### src/rtl/wb_sonar.sv
// wb_sonar: Wishbone slave that fires an ultrasonic ranger trigger and times its echo in microseconds.
// Define SONAR_FILTER_EN to insert a 4-sample glitch filter on the synchronized echo.
module wb_sonar #(
    parameter int clk_freq   = 100000000,
    parameter int TRIG_US    = 10,
    parameter int TIMEOUT_US = 30000,
    parameter int HOLDOFF_US = 60000
) (
    input  logic        clk,
    input  logic        rst_n,
    input  logic [31:0] wb_adr_i,
    input  logic [31:0] wb_dat_i,
    output logic [31:0] wb_dat_o,
    input  logic [3:0]  wb_sel_i,
    input  logic        wb_stb_i,
    input  logic        wb_cyc_i,
    input  logic        wb_we_i,
    output logic        wb_ack_o,
    output logic        intr,
    output logic        sonar_trig,
    input  logic        sonar_echo
);
    localparam int DIV = (clk_freq / 1000000 < 1) ? 1 : clk_freq / 1000000;
    localparam int PW  = (DIV > 1) ? $clog2(DIV) : 1;
    localparam logic [PW-1:0] PRE_MAX  = PW'(DIV - 1);
    localparam logic [23:0]   TRIG_LIM = 24'(TRIG_US);
    localparam logic [23:0]   TO_LIM   = 24'(TIMEOUT_US);

    typedef enum logic [2:0] {IDLE, TRIG, WAIT_RISE, MEASURE, HOLDOFF} state_t;
    state_t state, state_next;

    logic [PW-1:0] pre_cnt;
    logic          tick;
    logic [23:0]   us_cnt;
    logic          echo_meta, echo_sync, echo_prev, echo_lvl;
    logic          echo_rise, echo_fall;
    logic          cont, irq_en, done, timeout;
    logic [15:0]   result;
    logic [23:0]   period;
    logic          access, wr_ctrl, wr_status, wr_period, start;
    logic          finish_ok, finish_to;
    logic [31:0]   rd_data;
    logic          unused_bits;

    assign unused_bits = ^{wb_adr_i[31:4], wb_adr_i[1:0], wb_sel_i, wb_dat_i[31:24]};

    always_ff @(posedge clk or negedge rst_n) begin
        if (!rst_n)
            pre_cnt <= '0;
        else if (pre_cnt == PRE_MAX)
            pre_cnt <= '0;
        else
            pre_cnt <= pre_cnt + 1'b1;
    end
    assign tick = (pre_cnt == PRE_MAX);

    always_ff @(posedge clk or negedge rst_n) begin
        if (!rst_n) begin
            echo_meta <= 1'b0;
            echo_sync <= 1'b0;
            echo_prev <= 1'b0;
        end else begin
            echo_meta <= sonar_echo;
            echo_sync <= echo_meta;
            echo_prev <= echo_lvl;
        end
    end

`ifdef SONAR_FILTER_EN
    // The level follows the synchronizer only after four consecutive differing samples.
    logic [1:0] flt_cnt;
    always_ff @(posedge clk or negedge rst_n) begin
        if (!rst_n) begin
            flt_cnt  <= '0;
            echo_lvl <= 1'b0;
        end else if (echo_sync == echo_lvl) begin
            flt_cnt <= '0;
        end else if (flt_cnt == 2'd3) begin
            flt_cnt  <= '0;
            echo_lvl <= echo_sync;
        end else begin
            flt_cnt <= flt_cnt + 2'd1;
        end
    end
`else
    assign echo_lvl = echo_sync;
`endif

    assign echo_rise = echo_lvl & ~echo_prev;
    assign echo_fall = ~echo_lvl & echo_prev;

    assign access    = wb_stb_i & wb_cyc_i & ~wb_ack_o;
    assign wr_ctrl   = access & wb_we_i & (wb_adr_i[3:2] == 2'd0);
    assign wr_status = access & wb_we_i & (wb_adr_i[3:2] == 2'd1);
    assign wr_period = access & wb_we_i & (wb_adr_i[3:2] == 2'd3);
    assign start     = wr_ctrl & wb_dat_i[0];

    always_comb begin
        state_next = state;
        finish_ok  = 1'b0;
        finish_to  = 1'b0;
        case (state)
            IDLE:      if (start || cont) state_next = TRIG;
            TRIG:      if (us_cnt >= TRIG_LIM) state_next = WAIT_RISE;
            WAIT_RISE: begin
                if (echo_rise) begin
                    state_next = MEASURE;
                end else if (us_cnt >= TO_LIM) begin
                    finish_to  = 1'b1;
                    state_next = HOLDOFF;
                end
            end
            MEASURE: begin
                if (echo_fall) begin
                    finish_ok  = 1'b1;
                    state_next = HOLDOFF;
                end else if (us_cnt >= TO_LIM) begin
                    finish_to  = 1'b1;
                    state_next = HOLDOFF;
                end
            end
            HOLDOFF:   if (!cont || us_cnt >= period) state_next = IDLE;
            default:   state_next = IDLE;
        endcase
    end

    // Trigger is registered from the next state so it is glitch-free and still drops on async reset.
    always_ff @(posedge clk or negedge rst_n) begin
        if (!rst_n) begin
            state      <= IDLE;
            sonar_trig <= 1'b0;
        end else begin
            state      <= state_next;
            sonar_trig <= (state_next == TRIG);
        end
    end

    always_ff @(posedge clk or negedge rst_n) begin
        if (!rst_n)
            us_cnt <= '0;
        else if (state_next != state)
            us_cnt <= '0;
        else if (tick && us_cnt != 24'hFFFFFF)
            us_cnt <= us_cnt + 24'd1;
    end

    always_ff @(posedge clk or negedge rst_n) begin
        if (!rst_n) begin
            cont   <= 1'b0;
            irq_en <= 1'b0;
            period <= 24'(HOLDOFF_US);
        end else begin
            if (wr_ctrl) begin
                cont   <= wb_dat_i[1];
                irq_en <= wb_dat_i[2];
            end
            if (wr_period)
                period <= wb_dat_i[23:0];
        end
    end

    // A completion in the same cycle as a W1C write keeps the flag set.
    always_ff @(posedge clk or negedge rst_n) begin
        if (!rst_n) begin
            done    <= 1'b0;
            timeout <= 1'b0;
            result  <= '0;
            intr    <= 1'b0;
        end else begin
            if (finish_ok || finish_to) begin
                done   <= 1'b1;
                result <= (finish_to || us_cnt > 24'h00FFFF) ? 16'hFFFF : us_cnt[15:0];
            end else if (wr_status && wb_dat_i[1]) begin
                done <= 1'b0;
            end
            if (finish_to)
                timeout <= 1'b1;
            else if (wr_status && wb_dat_i[2])
                timeout <= 1'b0;
            intr <= done & irq_en;
        end
    end

    always_comb begin
        rd_data = '0;
        case (wb_adr_i[3:2])
            2'd0:    rd_data = {29'd0, irq_en, cont, 1'b0};
            2'd1:    rd_data = {29'd0, timeout, done, (state != IDLE)};
            2'd2:    rd_data = {16'd0, result};
            default: rd_data = {8'd0, period};
        endcase
    end

    always_ff @(posedge clk or negedge rst_n) begin
        if (!rst_n) begin
            wb_ack_o <= 1'b0;
            wb_dat_o <= '0;
        end else begin
            wb_ack_o <= access;
            wb_dat_o <= (access && !wb_we_i) ? rd_data : 32'd0;
        end
    end
endmodule

### config.mk
export PLATFORM = sky130hd
export DESIGN_NAME = wb_sonar
export DESIGN_NICKNAME = d
export VERILOG_FILES = /design/src/rtl/wb_sonar.sv
export SDC_FILE = /design/constraint.sdc
export NUM_CORES = 1
export LEC_CHECK = 0
export ABC_AREA = 1
export ABC_CLOCK_PERIOD_IN_PS = 2100
export CORE_ASPECT_RATIO = 1.5
export CORE_MARGIN = 5
export CORE_UTILIZATION = 45
export DETAILED_ROUTE_END_ITERATION = 8
export PLACE_DENSITY = 0.74
export SLEW_MARGIN = 20
export SYNTH_ARGS = -nofsm -noshare
export SYNTH_HDL_FRONTEND = slang
export SYNTH_SLANG_ARGS = --single-unit
### constraint.sdc
create_clock -name clk -period 2.1 [get_ports clk]
set_clock_uncertainty 0.2 [all_clocks]
set_input_delay 0.315 -clock clk [delete_from_list [all_inputs] [get_ports clk]]
set_output_delay 0.315 -clock clk [all_outputs]
set_load 0.02 [all_outputs]
==> results.toml <==
[status]
status = "complete, but fails checks"
violations = "negative setup slack"

[floorplanning]
core-area_um2 = 12320
start_util = 0.4544
die_x_um = 101.1
dieArea_um2 = 14820
rows = 50
fp.dieH_um = 146.6
num_io_pins = 109

[critical_path]
worstSetupPathType = "reg -> reg"
worstPathRequired_ns = 2.15
crit_family = "simple AND/OR/NAND/NOR gates"
startpoint_type = "flip-flop"
endpoint_kind = "flip-flop"
crit_start = "period[5]"
crit_buf_inv = 4
slowest_stage = "dfstp_2"
path_common_cell = "nand2_1"
reg2reg_depth = 19
arrival_ns = 2.51
crit_chain = "inv_2 > ha_4 > nand2_2 > inv_2 > nand2_2 > nor2_1 > nor2_1 > nand2_1 > nand2_1 > nand2_2 > nand2_1 > nand2_1 > nand2_1 > nand2_2 > nand3_2 > nand2_4 > buf_6 > buf_6 > nor2_2"
critPathMaxStageDelay_ns = 0.53
cp_num_cells = 19
cp_max_fo = 4
r2r-start = "period[5]"

[clock_network]
htree_levels = 3
path_clk_slew_ns = 0.08
cts_tree = "built"
clk_latency_ns = 0.36
root_buffer = "clkbuf_16"
cts_inserted_buffers = 9
clock_path_buffers = 2
clock_sinks = 108

[global_routing]
grt_max_degree = 58
grt-ovfl-total = 0
antenna_found_initial = 0
grt_pass1_wl_mm = 24.00
track_usage = 0.2012
grt_pass1_vias = 5194

[final_layout]
design_area_um2 = 7704
layout-drive-gt1-share = 0.2630
syn_to_final_growth_pct = 37.56
fin_cells = 966
antennaDiodeCount = 0
utilization = 0.6251
num-nets-final = 906
final_cell_mix = "107 x nand2_1, 99 x dfrtp_1, 80 x inv_1"
layout_commonest_cell = "nand2_1"

[yosys]
async_flop_share = 1.000
netlist_area_um2 = 5600
synth_seq_cells = 108
syn_inst = 660
synth_edf_count = 0
synth_flop_cell = "dfrtp_1"
ys_types = 42
yosys_warnings = 0
avgSynthCellArea_um2 = 8.485
ys_seq_area_frac = 0.4841

[pwr]
power.static_leakage_nw = 3.809
ir_drop_mv = 0.3467
p_per_area_nw_per_um2 = 597.8

[timing]
period_share = 1.174
grt_setup_unrepaired = "true"
worst_hold_slack_ns = 0.1521
finalMaxSlewViolations = 0
finalHoldViolCount = 0
fin_ws_ns = -0.3647
clock.fmax_ghz = 0.4057
setup_viol = 40
min_period_ns = 2.465

[route]
first_pass_iters = 5
viasPerCell = 5.245
drt_iter0_markers = 287
vias = 5067
wl_per_cell_um = 15.79
drc = 0
totalWireLength_mm = 15.25
antenna_left = 0

[placed_design]
hpwl_mm = 10.63
placed_area_um2 = 6914
place_inst = 937
routabilityCongestion = 0.8865
io_buffers = 58

[hold_path]
hp-class = "reg -> reg"
hold_path_depth = 0
min_from = "echo_meta"

[run]
cap_viol_max_count = 0
[area by class of cell]
class,instances,area [um2]
clock buffer,10,239.0
inverter,89,341.6
clock inverter,6,48.80
multi-input combinational,447,2761
sequential,108,2714
timing repair buffer,150,1404
fill,968,4621
tap,156,195.2
[metrics by stage]
step	setup TNS [ns]	setup slack (ns)	power, mW
2_1_floorplan	-0.0009996	-0.0009996	2.635
3_3_place_gp	-6.222	-0.2674	2.915
3_5_place_dp	-9.541	-0.4015	2.951
4_1_cts	-5.830	-0.2758	4.599
5_1_grt	-12.41	-0.4788	4.789
6_report	-8.746	-0.3647	4.605
[cells by family (layout without fill, tap and decap cells)]
logic type      count (synthesis)  after routing  share of synthesized area
flops                         108            108                     0.4841
fa+ha+maj                      27             27                    0.06032
xor+xnor                       20             20                    0.03128
compound gates                 90             90                    0.08803
other cells                     1              8                  0.0006696
simple gates                  302            302                     0.2502
buf+inv                       112            255                    0.08535
[state kept, by name, indices dropped and copies added, names as in the netlist, 3 cells and up]
register	flops
wb_dat_o	24
pre_cnt	7
result	16
state	3
us_cnt	24
period	24
[synth_stat cells, drive strengths merged (2+ instances only)]
master	number	area, um2
ha	27	337.8
nor4	2	18.77
dfrtp	101	2527
o21ai	28	140.1
xnor2	2	17.52
o21bai	2	15.01
nand4	10	75.07
inv	88	332.8
buf	15	111.4
nand2	127	511.7
nand3	25	150.1
nor3	21	127.6
clkbuf	8	30.03
xor2	18	157.7
dfstp	7	183.9
nor2	114	495.5
a21oi	41	205.2
a31oi	13	81.33
[layer usage]
layer / vias up / track usage / part of all wire
met5: - / 0 / 0
met4: 0 / 0.09647 / 0.031
met3: 36 / 0.03250 / 0.044
met2: 160 / 0.3607 / 0.56
met1: 2489 / 0.2262 / 0.37
li1: 2382 / - / -
[final timing paths]
| kind | endpoint | slack, ns |
|---|---|---|
| min | echo_lvl | 0.15 |
| min reg2reg | echo_lvl | 0.15 |
| max in group asynchronous | us_cnt[13] | 0.82 |
| max | us_cnt[20] | -0.36 |
| max reg2reg | us_cnt[20] | -0.36 |
| min in group asynchronous | us_cnt[10] | 0.22 |
[repair_timing]
item | CTS | global route
cloned | 1 | 2
endpoints found under the hold margin | 25 | 0
setup endpoints to repair | 40 | 40
gates resized for setup | 17 | 76
hold buffers | 1 | 0
pin swaps | 2 | 25
buffers inserted | 3 | 8
[power by group]
group | switching, mW | internal (mW) | total, mW | leakage, nW
Clock | 0.805 | 0.846 | 1.65 | 0.131
Sequential | 0.0526 | 2.23 | 2.28 | 1.38
Combinational | 0.383 | 0.290 | 0.673 | 2.29
Total | 1.24 | 3.36 | 4.61 | 3.81
[worst register-to-register path: stages (launching register included)]
cell and delay (ns):
dfstp_2 0.53, inv_2 0.05, ha_4 0.27, nand2_2 0.05, inv_2 0.06, nand2_2 0.06
nor2_1 0.14, nor2_1 0.07, nand2_1 0.07, nand2_1 0.06, nand2_2 0.08, nand2_1 0.05
nand2_1 0.06, nand2_1 0.06, nand2_2 0.07, nand3_2 0.10, nand2_4 0.12, buf_6 0.12
buf_6 0.10, nor2_2 0.03
(Power assumes the default switching activity.)
